`config.mk`:
```
export PLATFORM = sky130hd
export DESIGN_NAME = max_tracker_flat
export DESIGN_NICKNAME = d
export VERILOG_FILES = /design/src/rtl/max_tracker_if.sv /design/src/rtl/max_tracker.sv /design/src/flat_wrapper.sv
export SDC_FILE = /design/constraint.sdc
export NUM_CORES = 1
export LEC_CHECK = 0
export ABC_AREA = 1
export CORE_UTILIZATION = 45
export DETAILED_ROUTE_END_ITERATION = 16
export DONT_BUFFER_PORTS = 1
export SLEW_MARGIN = 25
export SYNTH_ARGS = -nofsm -noshare
export SYNTH_HDL_FRONTEND = slang
export SYNTH_SLANG_ARGS = --single-unit
```
`constraint.sdc`:
```
create_clock -name clk -period 1.7 [get_ports clk]
set_input_delay 0.255 -clock clk [delete_from_list [all_inputs] [get_ports clk]]
set_output_delay 0.255 -clock clk [all_outputs]
set_load 0.02 [all_outputs]
```
`src/rtl/max_tracker_if.sv`:
```
// max_tracker_if: sample/result valid-ready bus for max_tracker; MAX_TRACKER_MIN_EN adds the min fields.
interface max_tracker_if #(parameter int WIDTH = 4, parameter int WIN = 8);
  localparam int IDX_W = $clog2(WIN);
  logic             in_valid;
  logic             in_ready;
  logic [WIDTH-1:0] in_data;
  logic             clear;
  logic             out_valid;
  logic             out_ready;
  logic [WIDTH-1:0] out_max;
  logic [IDX_W-1:0] out_idx;
`ifdef MAX_TRACKER_MIN_EN
  logic [WIDTH-1:0] out_min;
  logic [IDX_W-1:0] out_min_idx;
`endif
  modport slave (
    input  in_valid, in_data, clear, out_ready,
`ifdef MAX_TRACKER_MIN_EN
    output out_min, out_min_idx,
`endif
    output in_ready, out_valid, out_max, out_idx
  );
  modport master (
    output in_valid, in_data, clear, out_ready,
`ifdef MAX_TRACKER_MIN_EN
    input  out_min, out_min_idx,
`endif
    input  in_ready, out_valid, out_max, out_idx
  );
endinterface

```
`src/rtl/max_tracker.sv`:
```
// max_tracker: reduces each WIN-sample window to its max and position; MAX_TRACKER_MIN_EN also tracks the min.
module max_tracker #(
  parameter int WIDTH = 4,
  parameter int WIN   = 8
) (
  input logic         clk,
  input logic         rst,
  max_tracker_if.slave bus
);
  localparam int IDX_W = $clog2(WIN);
  localparam logic [0:0] ACCUM = 1'b0;
  localparam logic [0:0] HOLD  = 1'b1;
  logic [0:0]       r_state;
  logic [IDX_W-1:0] r_cnt, r_idx, r_out_idx;
  logic [WIDTH-1:0] r_max, r_out_max;
  logic             w_ready, w_acc, w_first, w_last, w_take;
  logic [WIDTH-1:0] w_max;
  logic [IDX_W-1:0] w_idx;
`ifdef MAX_TRACKER_MIN_EN
  logic [IDX_W-1:0] r_midx, r_out_midx;
  logic [WIDTH-1:0] r_min, r_out_min;
  logic             w_mtake;
  logic [WIDTH-1:0] w_min;
  logic [IDX_W-1:0] w_midx;
`endif
  always_comb begin
    w_ready = (r_state == ACCUM) && !bus.clear;
    w_acc   = bus.in_valid && w_ready;
    w_first = r_cnt == '0;
    w_last  = r_cnt == IDX_W'(WIN - 1);
    w_take  = w_first || (bus.in_data > r_max);
    w_max   = w_take ? bus.in_data : r_max;
    w_idx   = w_take ? r_cnt : r_idx;
`ifdef MAX_TRACKER_MIN_EN
    w_mtake = w_first || (bus.in_data < r_min);
    w_min   = w_mtake ? bus.in_data : r_min;
    w_midx  = w_mtake ? r_cnt : r_midx;
`endif
  end
  assign bus.in_ready  = w_ready;
  assign bus.out_valid = r_state == HOLD;
  assign bus.out_max   = r_out_max;
  assign bus.out_idx   = r_out_idx;
`ifdef MAX_TRACKER_MIN_EN
  assign bus.out_min     = r_out_min;
  assign bus.out_min_idx = r_out_midx;
`endif
  always_ff @(posedge clk or posedge rst) begin
    if (rst) begin
      r_state   <= ACCUM;
      r_cnt     <= '0;
      r_max     <= '0;
      r_idx     <= '0;
      r_out_max <= '0;
      r_out_idx <= '0;
    end else if (bus.clear) begin
      r_state <= ACCUM;
      r_cnt   <= '0;
    end else if (r_state == HOLD) begin
      if (bus.out_ready) r_state <= ACCUM;
    end else if (w_acc) begin
      r_max <= w_max;
      r_idx <= w_idx;
      if (w_last) begin
        r_out_max <= w_max;
        r_out_idx <= w_idx;
        r_cnt     <= '0;
        r_state   <= HOLD;
      end else begin
        r_cnt <= r_cnt + 1'b1;
      end
    end
  end
`ifdef MAX_TRACKER_MIN_EN
  // min path shares count/state with the max path; only its own registers live here
  always_ff @(posedge clk or posedge rst) begin
    if (rst) begin
      r_min      <= '0;
      r_midx     <= '0;
      r_out_min  <= '0;
      r_out_midx <= '0;
    end else if (!bus.clear && r_state == ACCUM && w_acc) begin
      r_min  <= w_min;
      r_midx <= w_midx;
      if (w_last) begin
        r_out_min  <= w_min;
        r_out_midx <= w_midx;
      end
    end
  end
`endif
endmodule

```
`src/flat_wrapper.sv`:
```
// flat-port wrapper written by rule: the top's interface ports become plain ports
module max_tracker_flat 
#(
  parameter int WIDTH = 4,
  parameter int WIN   = 8
)
  (clk, rst, bus_in_valid, bus_in_data, bus_clear, bus_out_ready, bus_in_ready, bus_out_valid, bus_out_max, bus_out_idx);
  max_tracker_if #(.WIDTH(WIDTH), .WIN(WIN)) bus_i ();
  input logic clk;
  input logic rst;
  input wire logic [$bits(bus_i.in_valid)-1:0] bus_in_valid;
  input wire logic [$bits(bus_i.in_data)-1:0] bus_in_data;
  input wire logic [$bits(bus_i.clear)-1:0] bus_clear;
  input wire logic [$bits(bus_i.out_ready)-1:0] bus_out_ready;
  output wire logic [$bits(bus_i.in_ready)-1:0] bus_in_ready;
  output wire logic [$bits(bus_i.out_valid)-1:0] bus_out_valid;
  output wire logic [$bits(bus_i.out_max)-1:0] bus_out_max;
  output wire logic [$bits(bus_i.out_idx)-1:0] bus_out_idx;
  assign bus_i.in_valid = bus_in_valid;
  assign bus_i.in_data = bus_in_data;
  assign bus_i.clear = bus_clear;
  assign bus_i.out_ready = bus_out_ready;
  assign bus_in_ready = bus_i.in_ready;
  assign bus_out_valid = bus_i.out_valid;
  assign bus_out_max = bus_i.out_max;
  assign bus_out_idx = bus_i.out_idx;
  max_tracker #(.WIDTH(WIDTH), .WIN(WIN)) u_core (.clk(clk), .rst(rst), .bus(bus_i));
endmodule
```
==> impl_metrics.csv <==
group,metric,value,unit
status,status,"completed",
setup_path,crit_buf_inv,1,
cells_and_area,final_nets,147,
logic_synthesis,synth_warnings,0,
floorplanning,die_h,49.1,um
cells_and_area,syn_to_final_growth,8.53,%
timing,hold_slack,0.0510,ns
logic_synthesis,yosysMostFrequentCell,"nand2_1",
timing,slew_violations,0,
global_routing,grt_pass1_vias,762,
timing,worst_slew_pin_slew,0.683,ns
cells_and_area,multi_input_area,473,um2
logic_synthesis,yosys_most_used_dff,"dfrtp_1",
timing,fmax,0.661,GHz
route,ant_nets,0,
worst_hold_path,min_path_type,"input pin to flop",
clock_tree,cts_made_buffers,3,
timing,final_hold_viol_count,0,
route,wl_per_cell,12.4,um
clock_tree,cts_setup_buffers,0,
cells_and_area,fill_cells,197,
floorplanning,pin_count,18,
power,power.leakage,0.634,nW
clock_tree,clk_pin_slew,0.11,ns
clock_tree,h-tree-depth,1,
logic_synthesis,synth_edf_count,0,
route,dr_total_vias,789,
logic_synthesis,syn_nets,141,
logic_synthesis,synthTopCellsByCount,"nand2_1 (46), nand3_1 (20), dfrtp_1 (18), inv_1 (18), ha_1 (7)",
setup_path,required,1.94,ns
route,drt-initial-drc-count,15,
floorplanning,core-area,0.00202,mm2
timing,min_period_over_period,89.0,%
timing,slew_headroom,54.4,%
floorplanning,row_count,16,
logic_synthesis,synthTopCellsByArea,"dfrtp_1 (45%), nand2_1 (17%), nand3_1 (10%)",
global_routing,grt_first_pass_wirelength,3310,um
cells_and_area,area.sequential,450,um2
logic_synthesis,yosysTopAreaCellShare,45.2,%
timing,setup_tns,0,ns
cells_and_area,drive_gt1_share,10.8,%
timing,rsz0062_at_grt,"no",
power,powerDensity,949,mW/mm2
setup_path,worstPathMaxFanout,8,
setup_path,path_delay_family,"simple AND/OR/NAND/NOR gates",
global_routing,antenna_found_initial,0,
global_routing,grt.overflow.total,0,
placement,place_congestion,0.800,
clock_tree,numClockSinks,18,
route,drcViolationCount,0,
cells_and_area,n_antenna_cell,0,
logic_synthesis,synth.avg_cell_area,7.98,um2
setup_path,start_kind,"flop",
flow_run,cap_violations,0,
timing,finalCriticalPeriod,1.51,ns
setup_path,cp_cell_sequence,"inv_1, ha_1, a21oi_1, nand2_2, nand2_4, nand2_4, nand2_1, nand3_1, nand2_1",
route,vias_per_cell,5.03,
clock_tree,cts.path.max_buffers,2,
logic_synthesis,yosys_register_bits,18,
logic_synthesis,syn-instance-count,125,
setup_path,critPathKind,"flop to flop",
placement,dpl.hpwl,1470,um
route,drt_pass1_iterations,4,
global_routing,grt_start_max_net_pins,19,
logic_synthesis,syn_area,997,um2
floorplanning,design.die.area,0.00241,mm2
setup_path,slowest_stage,"dfrtp_1",
logic_synthesis,async_flop_share,100,%
logic_synthesis,yosysTopAreaCell,"dfrtp_1",
logic_synthesis,ys_types,15,
clock_tree,root_buffer,"clkbuf_4",
setup_path,max_stage_delay,0.40,ns
logic_synthesis,ys_seq_area_share,45.2,%
clock_tree,clock_latency,0.30,ns
floorplanning,dieWidth,49.1,um
power,peakVddDrop,666,uV
placement,io_buffer_count,0,
route,wirelength,1950,um
setup_path,crit_path_end_kind,"flop",
setup_path,cp.arrival,1.75,ns
floorplanning,start_util,49.3,%
clock_tree,cts_tree,"built",
timing,clock_skew,0.00831,ns
global_routing,grt.total_usage,18.7,%
timing,setup_viol,0,
[timing repair]
action	in CTS	in global routing
endpoints found under the hold margin	18	0
hold buffers	1	0
setup endpoints to repair	0	1
gates resized for setup	0	1
[flip-flops by register name (all words and copies together), names as in the netlist]
signal and count:
u_core.bus.out_max 4, u_core.r_max 4, u_core.bus.out_valid 1, u_core.bus.out_idx 3, u_core.r_idx 3, u_core.r_cnt 3
[cells by family after synthesis]
family	share of synthesized area, %
simple gates	35.6
buf+inv	7.90
flops	45.2
fa+ha+maj	8.78
compound gates	2.51
[stage by stage]
stage	total power, W	cells	utilization, %	worst slack [ns]	instance area, um2
after floorplan	0.000706	125	-	0.366	997
after global placement	0.000748	152	51.0	0.192	1030
after detailed placement	0.000757	152	51.0	0.182	1030
after CTS	0.00102	157	53.3	0.146	1080
after global routing	0.00110	157	53.5	0.0241	1080
final	0.00103	157	53.5	0.187	1080
[cell usage in the layout (no fill, tap or decap)]
master         count
ha_1               7
inv_2              3
nand2_2            1
dfrtp_1           18
nand2_4            3
a21oi_1            1
nand4_1            1
nand3_2            1
clkbuf_8           1
nand2_1           46
o21ai_0            3
o21ai_1            1
nor2_8             1
nor2_4             1
clkbuf_4           3
nand3_1           20
dlygate4sd3_1      1
inv_1             18
[cell type report]
class / instances / area share [%]
Clock buffer: 4 / 3.35
Inverter: 21 / 7.28
Multi-Input combinational cell: 86 / 43.7
Sequential cell: 18 / 41.6
Tap cell: 27 / 3.12
Timing Repair Buffer: 1 / 0.925
[power by group]
group | internal (W) | switching, W
Clock | 0.000131 | 0.000141
Combinational | 0.0000815 | 0.000167
Sequential | 0.000471 | 0.0000363
Total | 0.000683 | 0.000344
[metal layers]
metal	up-vias	GRT usage (%)	wire length, um
li1	401	-	-
met1	365	22.9	926
met2	19	31.5	936
met3	4	4.36	60
met4	0	7.35	27
met5	-	0	0
[final timing paths]
kind | endpoint | depth (start not counted) | startpoint | slack, ns
max in group asynchronous | u_core.bus.out_max[1]$_DFFE_PP0P_ | 2 | rst | 0.77
worst max-delay path | u_core.bus.out_idx[0]$_DFFE_PP0P_ | 9 | u_core.r_max[3]$_DFFE_PP0P_ | 0.19
worst min-delay path | u_core.bus.out_valid$_DFF_PP0_ | 1 | bus_out_ready | 0.05
min in group asynchronous | u_core.bus.out_idx[1]$_DFFE_PP0P_ | 2 | rst | 0.48
worst min register to register | u_core.r_max[3]$_DFFE_PP0P_ | 2 | u_core.r_max[3]$_DFFE_PP0P_ | 0.50
worst max register to register | u_core.bus.out_idx[0]$_DFFE_PP0P_ | 9 | u_core.r_max[3]$_DFFE_PP0P_ | 0.19
Power figures use the tool's default switching activity.
